**config.mk**
```make
export PLATFORM = sky130hd
export DESIGN_NAME = mod_compose
export DESIGN_NICKNAME = d
export VERILOG_FILES = /design/src/rtl/mod_compose.sv
export SDC_FILE = /design/constraint.sdc
export NUM_CORES = 1
export LEC_CHECK = 0
export ABC_CLOCK_PERIOD_IN_PS = 5040
export BUFFER_PORTS_ARGS = -buffer_cell sky130_fd_sc_hd__buf_2
export CORE_UTILIZATION = 55
export CTS_CLUSTER_SIZE = 14
export DETAILED_ROUTE_END_ITERATION = 10
export GPL_TIMING_DRIVEN = 0
export MAX_ROUTING_LAYER = met4
export PLACE_DENSITY = 0.81
export SYNTH_ARGS = -nofsm -noshare
export SYNTH_HDL_FRONTEND = slang
export SYNTH_SLANG_ARGS = --single-unit
```
**constraint.sdc**
```tcl
create_clock -name clk -period 5.04 [get_ports clk]
set_input_delay 1.512 -clock clk [delete_from_list [all_inputs] [get_ports clk]]
set_output_delay 1.512 -clock clk [all_outputs]
set_load 0.02 [all_outputs]
```
**src/rtl/mod_compose.sv**
```systemverilog
// Shift-and-add compose engine: rebuilds a dividend as result = q*b + r.
// Fixed 32-iteration RUN phase with a 64-bit accumulator; start/done handshake.
module mod_compose (
    input  logic        clk,
    input  logic        reset,
    input  logic        start,
    input  logic [31:0] q,
    input  logic [31:0] b,
    input  logic [31:0] r,
    output logic [31:0] result,
    output logic        overflow,
    output logic        done
);

    typedef enum logic [1:0] {
        S_IDLE = 2'd0,
        S_RUN  = 2'd1,
        S_DONE = 2'd2
    } state_t;

    state_t      state_q, state_d;
    logic [31:0] mq_q, mq_d;
    logic [63:0] mb_q, mb_d;
    logic [63:0] acc_q, acc_d;
    logic [4:0]  cnt_q, cnt_d;
    logic [31:0] result_q, result_d;
    logic        overflow_q, overflow_d;
    logic        done_q, done_d;
    logic [63:0] acc_step_s;
    logic        capture_s;

    // Next-state, datapath step and completion capture
    always_comb begin
        state_d    = state_q;
        mq_d       = mq_q;
        mb_d       = mb_q;
        acc_d      = acc_q;
        cnt_d      = cnt_q;
        result_d   = result_q;
        overflow_d = overflow_q;
        done_d     = 1'b0;
        capture_s  = 1'b0;
        acc_step_s = mq_q[0] ? (acc_q + mb_q) : acc_q;

        case (state_q)
            S_IDLE: begin
                if (start) begin
                    capture_s = 1'b1;
                end else begin
                    state_d = S_IDLE;
                end
            end
            S_RUN: begin
                acc_d = acc_step_s;
                mb_d  = {mb_q[62:0], 1'b0};
                mq_d  = {1'b0, mq_q[31:1]};
                cnt_d = cnt_q + 5'd1;
                if (cnt_q == 5'd31) begin
                    state_d    = S_DONE;
                    result_d   = acc_step_s[31:0];
                    overflow_d = |acc_step_s[63:32];
                    done_d     = 1'b1;
                end else begin
                    state_d = S_RUN;
                end
            end
            S_DONE: begin
                if (start) begin
                    capture_s = 1'b1;
                end else begin
                    done_d = 1'b1;
                end
            end
            default: begin
                state_d = S_IDLE;
            end
        endcase

        // Operand load shared by IDLE and DONE; the counter always restarts at 0
        if (capture_s) begin
            state_d = S_RUN;
            mq_d    = q;
            mb_d    = {32'd0, b};
            acc_d   = {32'd0, r};
            cnt_d   = 5'd0;
        end else begin
            mq_d = mq_d;
        end
    end

    // State and datapath registers with synchronous reset
    always_ff @(posedge clk) begin
        if (reset) begin
            state_q    <= S_IDLE;
            mq_q       <= 32'd0;
            mb_q       <= 64'd0;
            acc_q      <= 64'd0;
            cnt_q      <= 5'd0;
            result_q   <= 32'd0;
            overflow_q <= 1'b0;
            done_q     <= 1'b0;
        end else begin
            state_q    <= state_d;
            mq_q       <= mq_d;
            mb_q       <= mb_d;
            acc_q      <= acc_d;
            cnt_q      <= cnt_d;
            result_q   <= result_d;
            overflow_q <= overflow_d;
            done_q     <= done_d;
        end
    end

    assign result   = result_q;
    assign overflow = overflow_q;
    assign done     = done_q;

endmodule
```
==> results of run 1 <==
[placed cells by master, fill, tap and decap left out, types with 18 or more instances in the layout]
cell type,n
mux2i_1,129
nand3_1,20
clkbuf_16,23
xnor2_1,30
a211oi_1,128
ha_1,68
nand4_1,32
dfxtp_1,201
nor3_1,23
a21oi_1,164
buf_2,142
xor2_1,23
clkbuf_1,84
o21ai_0,61
nand2_1,139
a21o_1,18
nor2_1,287
[final cells by class]
type,instances,area [um^2],share of cell area (%)
Sequential cell,201,4020,27.2
Clock buffer,32,659,4.45
Buffer,118,547,3.69
Tap cell,313,392,2.64
Multi-Input combinational cell,1310,8370,56.5
Clock inverter,9,109,0.734
Inverter,17,63.8,0.431
Timing Repair Buffer,131,656,4.42
[flip-flops by register name, summed over array words and instances (netlist names)]
register  flops
acc_q        64
mb_q         64
mq_q         32
result       32
cnt_q         5
state_q       2
done          1
overflow      1
[cell usage after synthesis (all sizes together), types with 3 or more instances]
master and instances:
inv 16, o31a 3, a31oi 5, buf 34
a221oi 10, xnor2 30, nor4 9, xor2 23
nand2b 7, a22oi 3, a21o 19, nor3b 3
nand2 139, clkbuf 84, o2111ai 4, o31ai 4
ha 68, mux2i 129, o21a 14, or2 5
a311oi 7, nand3 20, dfxtp 201, o211a 3
a211o 6, o21bai 11, o21ai 65, nor2 289
or4 6, a221o 4, nor3 24, a2111oi 5
nand4 32, nor2b 7, o211ai 8, a21boi 4
or3 5, a21oi 164, a211oi 131, and2 9
and3 8
[stage by stage]
step,worst slack (ns),power [mW],util (%),cell area (um^2)
global route,0.00135,4.39,64.7,14800
finish,0.143,4.26,64.7,14800
floorplan,1.15,2.30,-,13000
detailed placement,0.223,2.54,61.3,14000
global placement,0.274,2.52,61.3,14000
CTS,0.212,4.24,64.6,14800
[path summary, 6_finish.rpt]
kind / endpoint / slack, ns / depth (start not counted)
min: acc_q[32] / 0.48 / 2
max: overflow / 0.14 / 13
max reg2reg: overflow / 0.14 / 13
min reg2reg: acc_q[32] / 0.48 / 2
[layer usage]
layer  share of wire, %  vias to the layer above
li1                   -                     6311
met1                 41                     6263
met2                 46                      566
met3                7.0                      166
met4                5.8                        0
met5                  0                        -
[timing repair]
| item | CTS | global route |
|---|---|---|
| setup endpoints to repair | 0 | 1 |
| resized for setup | 0 | 2 |
| hold endpoints to repair | 0 | 0 |
[cells by family after synthesis]
logic type	after synthesis	synth area share, %
muxes	131	10.1
adders and majority gates	69	6.70
AOI/OAI and AO/OA	487	24.7
DFF	201	31.0
xor gates and xnor gates	53	3.57
and+or+nand+nor	570	19.2
buffers and inverters	135	4.70
[power groups by stage]
stage          Sequential (mW)  Combinational [mW]  Clock [mW]
4_1_cts                   1.73               0.783        1.73
3_3_place_gp              1.76               0.759           0
6_report                  1.73               0.800        1.73
2_1_floorplan             1.74               0.556           0
3_5_place_dp              1.76               0.777           0
5_1_grt                   1.74               0.865        1.79
[worst max-delay path, delay by kind of cell, from the launching register on]
| kind | cells | cell delay [ns] |
|---|---|---|
| flops | 1 | 0.36 |
| simple gates | 7 | 2.28 |
| compound gates | 3 | 1.32 |
| buf+inv | 1 | 0.31 |
| mux | 1 | 0.22 |
| fa+ha+maj | 1 | 0.29 |
==> impl_metrics.env, run 1 <==
export IMPL_status="finished clean"
export IMPL_cts_sinks=201
export IMPL_cts_buffers_inserted=23
export IMPL_avgViaCountPerCell=6.24
export IMPL_max_slew_margin_pct=28.6
export IMPL_die_h_um=156
export IMPL_layout_drive_gt1_share_pct=11.8
export IMPL_syn_area_um2=13000
export IMPL_hold_ws_ns=0.477
export IMPL_die_w_um=156
export IMPL_cellInternalPower_mw=2.98
export IMPL_p_seq_share_pct=40.7
export IMPL_period_needed_ns=4.90
export IMPL_grt_pass1_wl_um=69200
export IMPL_crit_chain="ha_1 -> clkbuf_1 -> and4_1 -> nand2_1 -> or3_1 -> a31oi_1 -> nor2_2 -> mux2i_1 -> or4b_1 -> a2111oi_2 -> nand4_1 -> or4_1 -> o31a_1"
export IMPL_drt_total_wl_um=45600
export IMPL_ys_warn_count=0
export IMPL_power_density_nw_per_um2=287
export IMPL_root_buffer="clkbuf_16"
export IMPL_first_pass_iters=10
export IMPL_seq_area_frac_synth_pct=31.0
export IMPL_cts_tree="built"
export IMPL_pwr_share_clk_pct=40.5
export IMPL_regToRegStartpoint="mb_q[21]"
export IMPL_yosys_top_cells_area="dfxtp_1 (31%), mux2i_1 (9.9%), nor2_1 (8.3%)"
export IMPL_wl_per_cell_um=21.4
export IMPL_comb_power_share_pct=18.8
export IMPL_ir_drop_mv=0.250
export IMPL_n_antenna_cell=0
export IMPL_crit_type="flop to flop"
export IMPL_fmax_mhz=204
export IMPL_initial_core_util_pct=56.7
export IMPL_cp_slowest_stage_delay_ns=0.67
export IMPL_rsz0062_at_grt="no"
export IMPL_netSwitchingFraction_pct=30.0
export IMPL_crit_arrival_ns=5.32
export IMPL_hold_viol_final=0
export IMPL_core_area_um2=22900
export IMPL_synthArstFlopShare_pct=0
export IMPL_dieArea_um2=24200
export IMPL_crit_path_start_kind="flop"
export IMPL_synth_top_area_share_pct=31.0
export IMPL_setup_violations_final=0
export IMPL_placementRows=55
export IMPL_dpl_cell_count=2090
export IMPL_ys_dominant_reg_cell="dfxtp_1"
export IMPL_met3_usage_pct=5.56
export IMPL_hp_start="acc_q[32]"
export IMPL_clock_latency_ns=0.53
export IMPL_hold_class="flop to flop"
export IMPL_cts_path_max_buffers=3
export IMPL_tightest_slew_ns=1.06
export IMPL_fillCellCount=2044
export IMPL_syn_area_per_cell_um2=7.89
export IMPL_grtUsageMet2_pct=61.8
export IMPL_crit_fanout=9
export IMPL_ys_ff_latch=201
export IMPL_cts_setup_buffers=0
export IMPL_overflow=0
export IMPL_fin_skew_ns=0.0163
export IMPL_drc=0
export IMPL_path_clk_slew_ns=0.07
export IMPL_drt_iter0_markers=1206
export IMPL_io_buffers=131
export IMPL_met1_usage_pct=45.4
export IMPL_syn2layout_area_growth_pct=14.0
export IMPL_synth_cells=1646
export IMPL_route_vias_total=13300
export IMPL_syn_nets=1814
export IMPL_instances_no_fill=2131
export IMPL_p_leak_nw=5.87
export IMPL_busiest_layer="met2"
export IMPL_grt_max_degree=14
export IMPL_crit_start="mb_q[21]"
export IMPL_grt_pass1_vias=12700
export IMPL_place_gp_congestion=1.00
export IMPL_period_share_pct=97.2
export IMPL_cp_end_kind="flop"
export IMPL_nets=1970
export IMPL_maxCapViolCount=0
export IMPL_hold_buffers=0
export IMPL_synth_edff_count=0
export IMPL_finalMaxSlewViolations=0
export IMPL_num_io_pins=133
export IMPL_synth_cell_type_count=81
export IMPL_tns_ns=0
export IMPL_p_switching_mw=1.28
export IMPL_cts_max_level=1
export IMPL_dp_hpwl_um=35800
export IMPL_antenna_found_initial=0
export IMPL_grtUsageTotal_pct=37.8
export IMPL_antenna_left=0
export IMPL_cp_required_ns=5.46
export IMPL_synth_area_leader_cell="dfxtp_1"
export IMPL_critPathSlowestCell="a31oi_1"
No activity file was read; power rests on OpenSTA's default activity.
==> run 2: changes to the inputs <==
--- a/config.mk
+++ b/config.mk
@@ -13,6 +13,8 @@
 export GPL_TIMING_DRIVEN = 0
 export MAX_ROUTING_LAYER = met4
 export PLACE_DENSITY = 0.81
+export REMOVE_ABC_BUFFERS = 1
+export SETUP_SLACK_MARGIN = 0.5
 export SYNTH_ARGS = -nofsm -noshare
 export SYNTH_HDL_FRONTEND = slang
 export SYNTH_SLANG_ARGS = --single-unit
==> impl_metrics.env, run 2 (synthesized netlist as in run 1, its figures left out) <==
export IMPL_status="finished clean"
export IMPL_reg2regPathDepth=12
export IMPL_fillCellCount=1996
export IMPL_antenna_left=0
export IMPL_fin_skew_ns=0.0169
export IMPL_cts_sinks=201
export IMPL_overflow=0
export IMPL_root_buffer="clkbuf_16"
export IMPL_grt_pass1_wl_um=63400
export IMPL_min_to="acc_q[56]"
export IMPL_final_cell_mix="nor2_1 (285), dfxtp_1 (200), a21oi_1 (162), nand2_1 (139), buf_2 (131)"
export IMPL_p_switching_mw=1.21
export IMPL_die_w_um=156
export IMPL_hold_viol_final=0
export IMPL_cts_path_max_buffers=3
export IMPL_max_slew_margin_pct=16.8
export IMPL_cp_end_kind="flop"
export IMPL_period_share_pct=88.6
export IMPL_avgViaCountPerCell=6.14
export IMPL_critPathSlowestCell="o41ai_4"
export IMPL_grt_max_degree=88
export IMPL_grt_pass1_vias=11900
export IMPL_drc=0
export IMPL_drt_iter0_markers=926
export IMPL_maxCapViolCount=0
export IMPL_period_needed_ns=4.47
export IMPL_ir_drop_mv=0.273
export IMPL_critPathMostFrequentCell="nand2_1"
export IMPL_core_area_um2=22900
export IMPL_crit_chain="ha_1 -> nand2_1 -> nor2_2 -> nand2_1 -> o41ai_4 -> nor2_4 -> mux2i_1 -> or4b_4 -> a2111oi_4 -> nand4_1 -> or4_4 -> o31a_1"
export IMPL_route_vias_total=12500
export IMPL_cts_max_level=1
export IMPL_initial_core_util_pct=56.7
export IMPL_netSwitchingFraction_pct=28.9
export IMPL_path_clk_slew_ns=0.06
export IMPL_crit_type="flop to flop"
export IMPL_syn2layout_area_growth_pct=13.3
export IMPL_grtUsageTotal_pct=33.9
export IMPL_p_seq_share_pct=41.7
export IMPL_drt_total_wl_um=40100
export IMPL_nets=1868
export IMPL_hold_class="flop to flop"
export IMPL_reg_largest_list="acc_q x64, mb_q x64"
export IMPL_rsz0062_at_grt="no"
export IMPL_min_path_cells=2
export IMPL_reg2reg_setup_slack_ns=0.57
export IMPL_clock_latency_ns=0.55
export IMPL_layout_commonest_cell="nor2_1"
export IMPL_dpl_cell_area_um2=13800
export IMPL_power_density_nw_per_um2=283
export IMPL_dieArea_um2=24200
export IMPL_finalMaxSlewViolations=0
export IMPL_cts_buffers_inserted=23
export IMPL_num_io_pins=133
export IMPL_comb_power_share_pct=18.0
export IMPL_cp_slowest_stage_delay_ns=0.61
export IMPL_cp_required_ns=5.47
export IMPL_cts_tree="built"
export IMPL_layout_drive_gt1_share_pct=13.4
export IMPL_dp_hpwl_um=29900
export IMPL_p_leak_nw=5.82
export IMPL_dpl_cell_count=1984
export IMPL_hp_start="acc_q[56]"
export IMPL_antenna_found_initial=5
export IMPL_instances_no_fill=2030
export IMPL_crit_fanout=7
export IMPL_pwr_share_clk_pct=40.3
export IMPL_io_buffers=132
export IMPL_placementRows=55
export IMPL_die_h_um=156
export IMPL_fin_area_um2=14700
export IMPL_setup_violations_final=0
export IMPL_place_gp_congestion=0.974
export IMPL_wl_per_cell_um=19.7
export IMPL_fmax_mhz=224
export IMPL_regToRegStartpoint="acc_q[33]"
export IMPL_first_pass_iters=5
export IMPL_hold_buffers=0
export IMPL_cellInternalPower_mw=2.97
export IMPL_crit_arrival_ns=4.89
export IMPL_r2r_end="overflow"
export IMPL_tightest_slew_ns=1.24
export IMPL_crit_path_start_kind="flop"
==> run 2: cell count changes in the layout (fill, tap and decap cells not counted), sizes merged <==
cell and change:
clkbuf -86, clkinvlp -1, inv -1, buf -18, diode +5
==> run 2: worst max-delay path: cells and delay by family (launching register included) <==
kind,cells,cell delay [ns]
fa+ha+maj,1,0.48
simple gates,7,1.99
compound gates,3,1.29
mux,1,0.16
flops,1,0.42
==> run 2: metrics by stage <==
| step | setup WS (ns) | utilization (%) | TNS, ns | power (mW) | hold WS [ns] |
|---|---|---|---|---|---|
| finish | 0.573 | 64.2 | 0 | 4.17 | 0.473 |
| global route | 0.494 | 64.2 | 0 | 4.33 | 0.495 |
| CTS | 0.503 | 63.9 | 0 | 4.18 | 0.472 |
| detailed placement | 0.107 | 60.2 | 0 | 2.50 | 0.464 |
| global placement | -7.26 | 58.9 | -855.89 | 2.52 | 0.458 |
| floorplan | -4.22 | - | -361.06 | 2.30 | 0.449 |
==> run 2: routing by layer <==
layer | vias up | part of all wire [%] | GRT usage [%]
li1 | 6122 | - | -
met5 | - | 0 | -
met2 | 396 | 46 | 54.8
met3 | 87 | 5.3 | 4.47
met1 | 5850 | 45 | 43.2
met4 | 0 | 3.8 | 12.7
==> run 2: repair_timing <==
action,4_1_cts,5_1_grt
pin swaps,3,2
resized for setup,13,18
setup buffers,3,1
endpoints found under the setup margin,1,1
cloned,0,0
==> run 2: final cells by class <==
type | instances | area (um^2) | area share, %
clock buffers | 30 | 642 | 4.36
flip-flops and latches | 201 | 4030 | 27.4
inverters | 17 | 65.1 | 0.442
multi-input cells | 1310 | 8530 | 57.9
clock inverters | 7 | 100 | 0.680
well taps | 313 | 392 | 2.66
repair buffers | 147 | 958 | 6.51
diodes | 5 | 12.5 | 0.0850
==> run 2: worst max-delay path by stage <==
stage | from | to | cells after the start
finish | acc_q[33] | overflow | 12
floorplan | state_q[1] | overflow | 10
CTS | mb_q[2] | overflow | 12
global route | mb_q[0] | overflow | 14
detailed placement | mb_q[2] | overflow | 12
global placement | state_q[1] | overflow | 10
==> run 2: power groups by stage <==
stage / logic, mW / registers (mW) / clock network [mW]
after floorplan: 0.550 / 1.75 / 0
after global placement: 0.743 / 1.78 / 0
after detailed placement: 0.726 / 1.77 / 0
after CTS: 0.739 / 1.74 / 1.70
after global routing: 0.818 / 1.75 / 1.76
final: 0.750 / 1.74 / 1.68
==> run 3: changes to the inputs <==
--- a/config.mk
+++ b/config.mk
@@ -10,11 +10,11 @@
 export CORE_UTILIZATION = 55
 export CTS_CLUSTER_SIZE = 14
 export DETAILED_ROUTE_END_ITERATION = 10
-export GPL_TIMING_DRIVEN = 0
 export MAX_ROUTING_LAYER = met4
 export PLACE_DENSITY = 0.81
 export REMOVE_ABC_BUFFERS = 1
 export SETUP_SLACK_MARGIN = 0.5
+export SKIP_LAST_GASP = 1
 export SYNTH_ARGS = -nofsm -noshare
 export SYNTH_HDL_FRONTEND = slang
 export SYNTH_SLANG_ARGS = --single-unit
==> impl_metrics.env, run 3 (synthesized netlist as in run 1, its figures left out) <==
export IMPL_drt_iter0_markers=935
export IMPL_path_depth=14
export IMPL_critPathSlowestCell="nor3_1"
export IMPL_hp_start="acc_q[56]"
export IMPL_grtUsageTotal_pct=34.0
export IMPL_root_buffer="clkbuf_16"
export IMPL_dieArea_um2=24200
export IMPL_rsz0062_at_grt="no"
export IMPL_route_vias_total=12500
export IMPL_critPathMostFrequentCell="or4_1"
export IMPL_avgViaCountPerCell=6.16
export IMPL_fillCellCount=2026
export IMPL_hold_viol_final=0
export IMPL_cp_slowest_stage_delay_ns=0.55
export IMPL_antenna_found_initial=0
export IMPL_cts_max_level=1
export IMPL_die_h_um=156
export IMPL_crit_fanout=4
export IMPL_finalMaxSlewViolations=0
export IMPL_cp_end_kind="flop"
export IMPL_tns_ns=0
export IMPL_r2r_end="overflow"
export IMPL_die_w_um=156
export IMPL_hold_buffers=0
export IMPL_syn2layout_area_growth_pct=11.8
export IMPL_antenna_left=0
export IMPL_wl_per_cell_um=19.8
export IMPL_dpl_cell_area_um2=13700
export IMPL_final_cell_mix="nor2_1 (286), dfxtp_1 (200), a21oi_1 (164), nand2_1 (139), buf_2 (131)"
export IMPL_cts_tree="built"
export IMPL_fin_skew_ns=0.0170
export IMPL_num_io_pins=133
export IMPL_n_antenna_cell=0
export IMPL_fin_area_um2=14500
export IMPL_clock_latency_ns=0.55
export IMPL_first_pass_iters=5
export IMPL_setup_slack_ns=0.647
export IMPL_status="finished clean"
export IMPL_period_needed_ns=4.39
export IMPL_path_delay_family="compound AO/OA/AOI/OAI gates"
export IMPL_p_leak_nw=5.78
export IMPL_max_slew_margin_pct=30.5
export IMPL_overflow=0
export IMPL_regToRegStartpoint="mb_q[0]"
export IMPL_cp_required_ns=5.48
export IMPL_grt_pass1_wl_um=64000
export IMPL_fmax_mhz=228
export IMPL_critical_path_buf_inv_count=1
export IMPL_drt_total_wl_um=40300
export IMPL_cts_buffers_inserted=23
export IMPL_min_path_cells=2
export IMPL_place_gp_congestion=1.00
export IMPL_reg2reg_setup_slack_ns=0.65
export IMPL_reg2regPathDepth=14
export IMPL_seq_area_um2=4030
export IMPL_path_clk_slew_ns=0.06
export IMPL_reg_largest_list="acc_q x64, mb_q x64"
export IMPL_ir_drop_mv=0.358
export IMPL_initial_core_util_pct=56.7
export IMPL_io_buffers=132
export IMPL_period_share_pct=87.2
export IMPL_core_area_um2=22900
export IMPL_multi_input_area_um2=8430
export IMPL_crit_chain="ha_1 -> fa_1 -> a211oi_2 -> o21ai_1 -> a32oi_2 -> buf_4 -> a211oi_1 -> nor3_1 -> or4_1 -> o311a_1 -> o2111a_1 -> nand4_1 -> or4_1 -> o31a_1"
export IMPL_crit_type="flop to flop"
export IMPL_tightest_slew_ns=1.04
export IMPL_dp_hpwl_um=29600
export IMPL_nets=1874
export IMPL_pre_cts_ws_ns=0.643
export IMPL_drc=0
export IMPL_grt_max_degree=177
export IMPL_min_to="acc_q[56]"
export IMPL_layout_drive_gt1_share_pct=12.8
export IMPL_hold_class="flop to flop"
export IMPL_maxCapViolCount=0
export IMPL_grt_pass1_vias=12100
export IMPL_cts_sinks=201
export IMPL_crit_path_start_kind="flop"
export IMPL_placementRows=55
export IMPL_layout_commonest_cell="nor2_1"
export IMPL_setup_violations_final=0
export IMPL_crit_arrival_ns=4.83
export IMPL_cts_path_max_buffers=3
export IMPL_power_density_nw_per_um2=290
-- run 3: tightest hold or removal path, stage by stage, from the launching register on --
cell	delay [ns]
dfxtp_1	0.32
nand2_1	0.06
a21oi_1	0.05
-- run 3: per-layer routing --
layer	share of wire (%)	GRT usage, %	vias up
met5	0	-	-
met4	3.2	11.1	0
met3	5.2	3.11	74
met2	47	56.1	398
met1	45	43.8	5959
li1	-	-	6114
-- run 3: area by class of cell --
cell class                 instances  area share, %
tap                              313           2.70
clock buffer                      33           4.56
inverter                          17          0.439
clock inverter                     9          0.775
timing repair buffer             153           5.82
sequential                       201           27.7
multi-input combinational       1310           58.0
-- run 3: how the worst max path moves through the flow --
stage,from,end,slack [ns]
after floorplan,state_q[1],overflow,-4.22
after global placement,mb_q[0],overflow,0.71
after detailed placement,mb_q[21],overflow,0.64
after CTS,mb_q[21],overflow,0.64
after global routing,mb_q[0],overflow,0.51
final,mb_q[0],overflow,0.65
-- run 3: through the flow --
step                      util (%)  hold slack (ns)  power (mW)  instances
after floorplan                  -            0.449        2.30       1528
after global placement        59.8            0.457        2.47       1993
after detailed placement      59.8            0.475        2.48       1993
after CTS                     63.2            0.485        4.22       2035
after global routing          63.4            0.493        4.36       2036
final                         63.4            0.484        4.21       2036
-- run 3: what timing repair did --
item | in CTS | in global routing
endpoints found under the setup margin | 0 | 1
resized for setup | 0 | 6
setup buffers | 0 | 1
-- run 3: power by group --
| part | internal (mW) | switching [mW] |
|---|---|---|
| combinational | 0.288 | 0.444 |
| sequential | 1.67 | 0.0672 |
| clock | 1.02 | 0.723 |
| total | 2.98 | 1.23 |
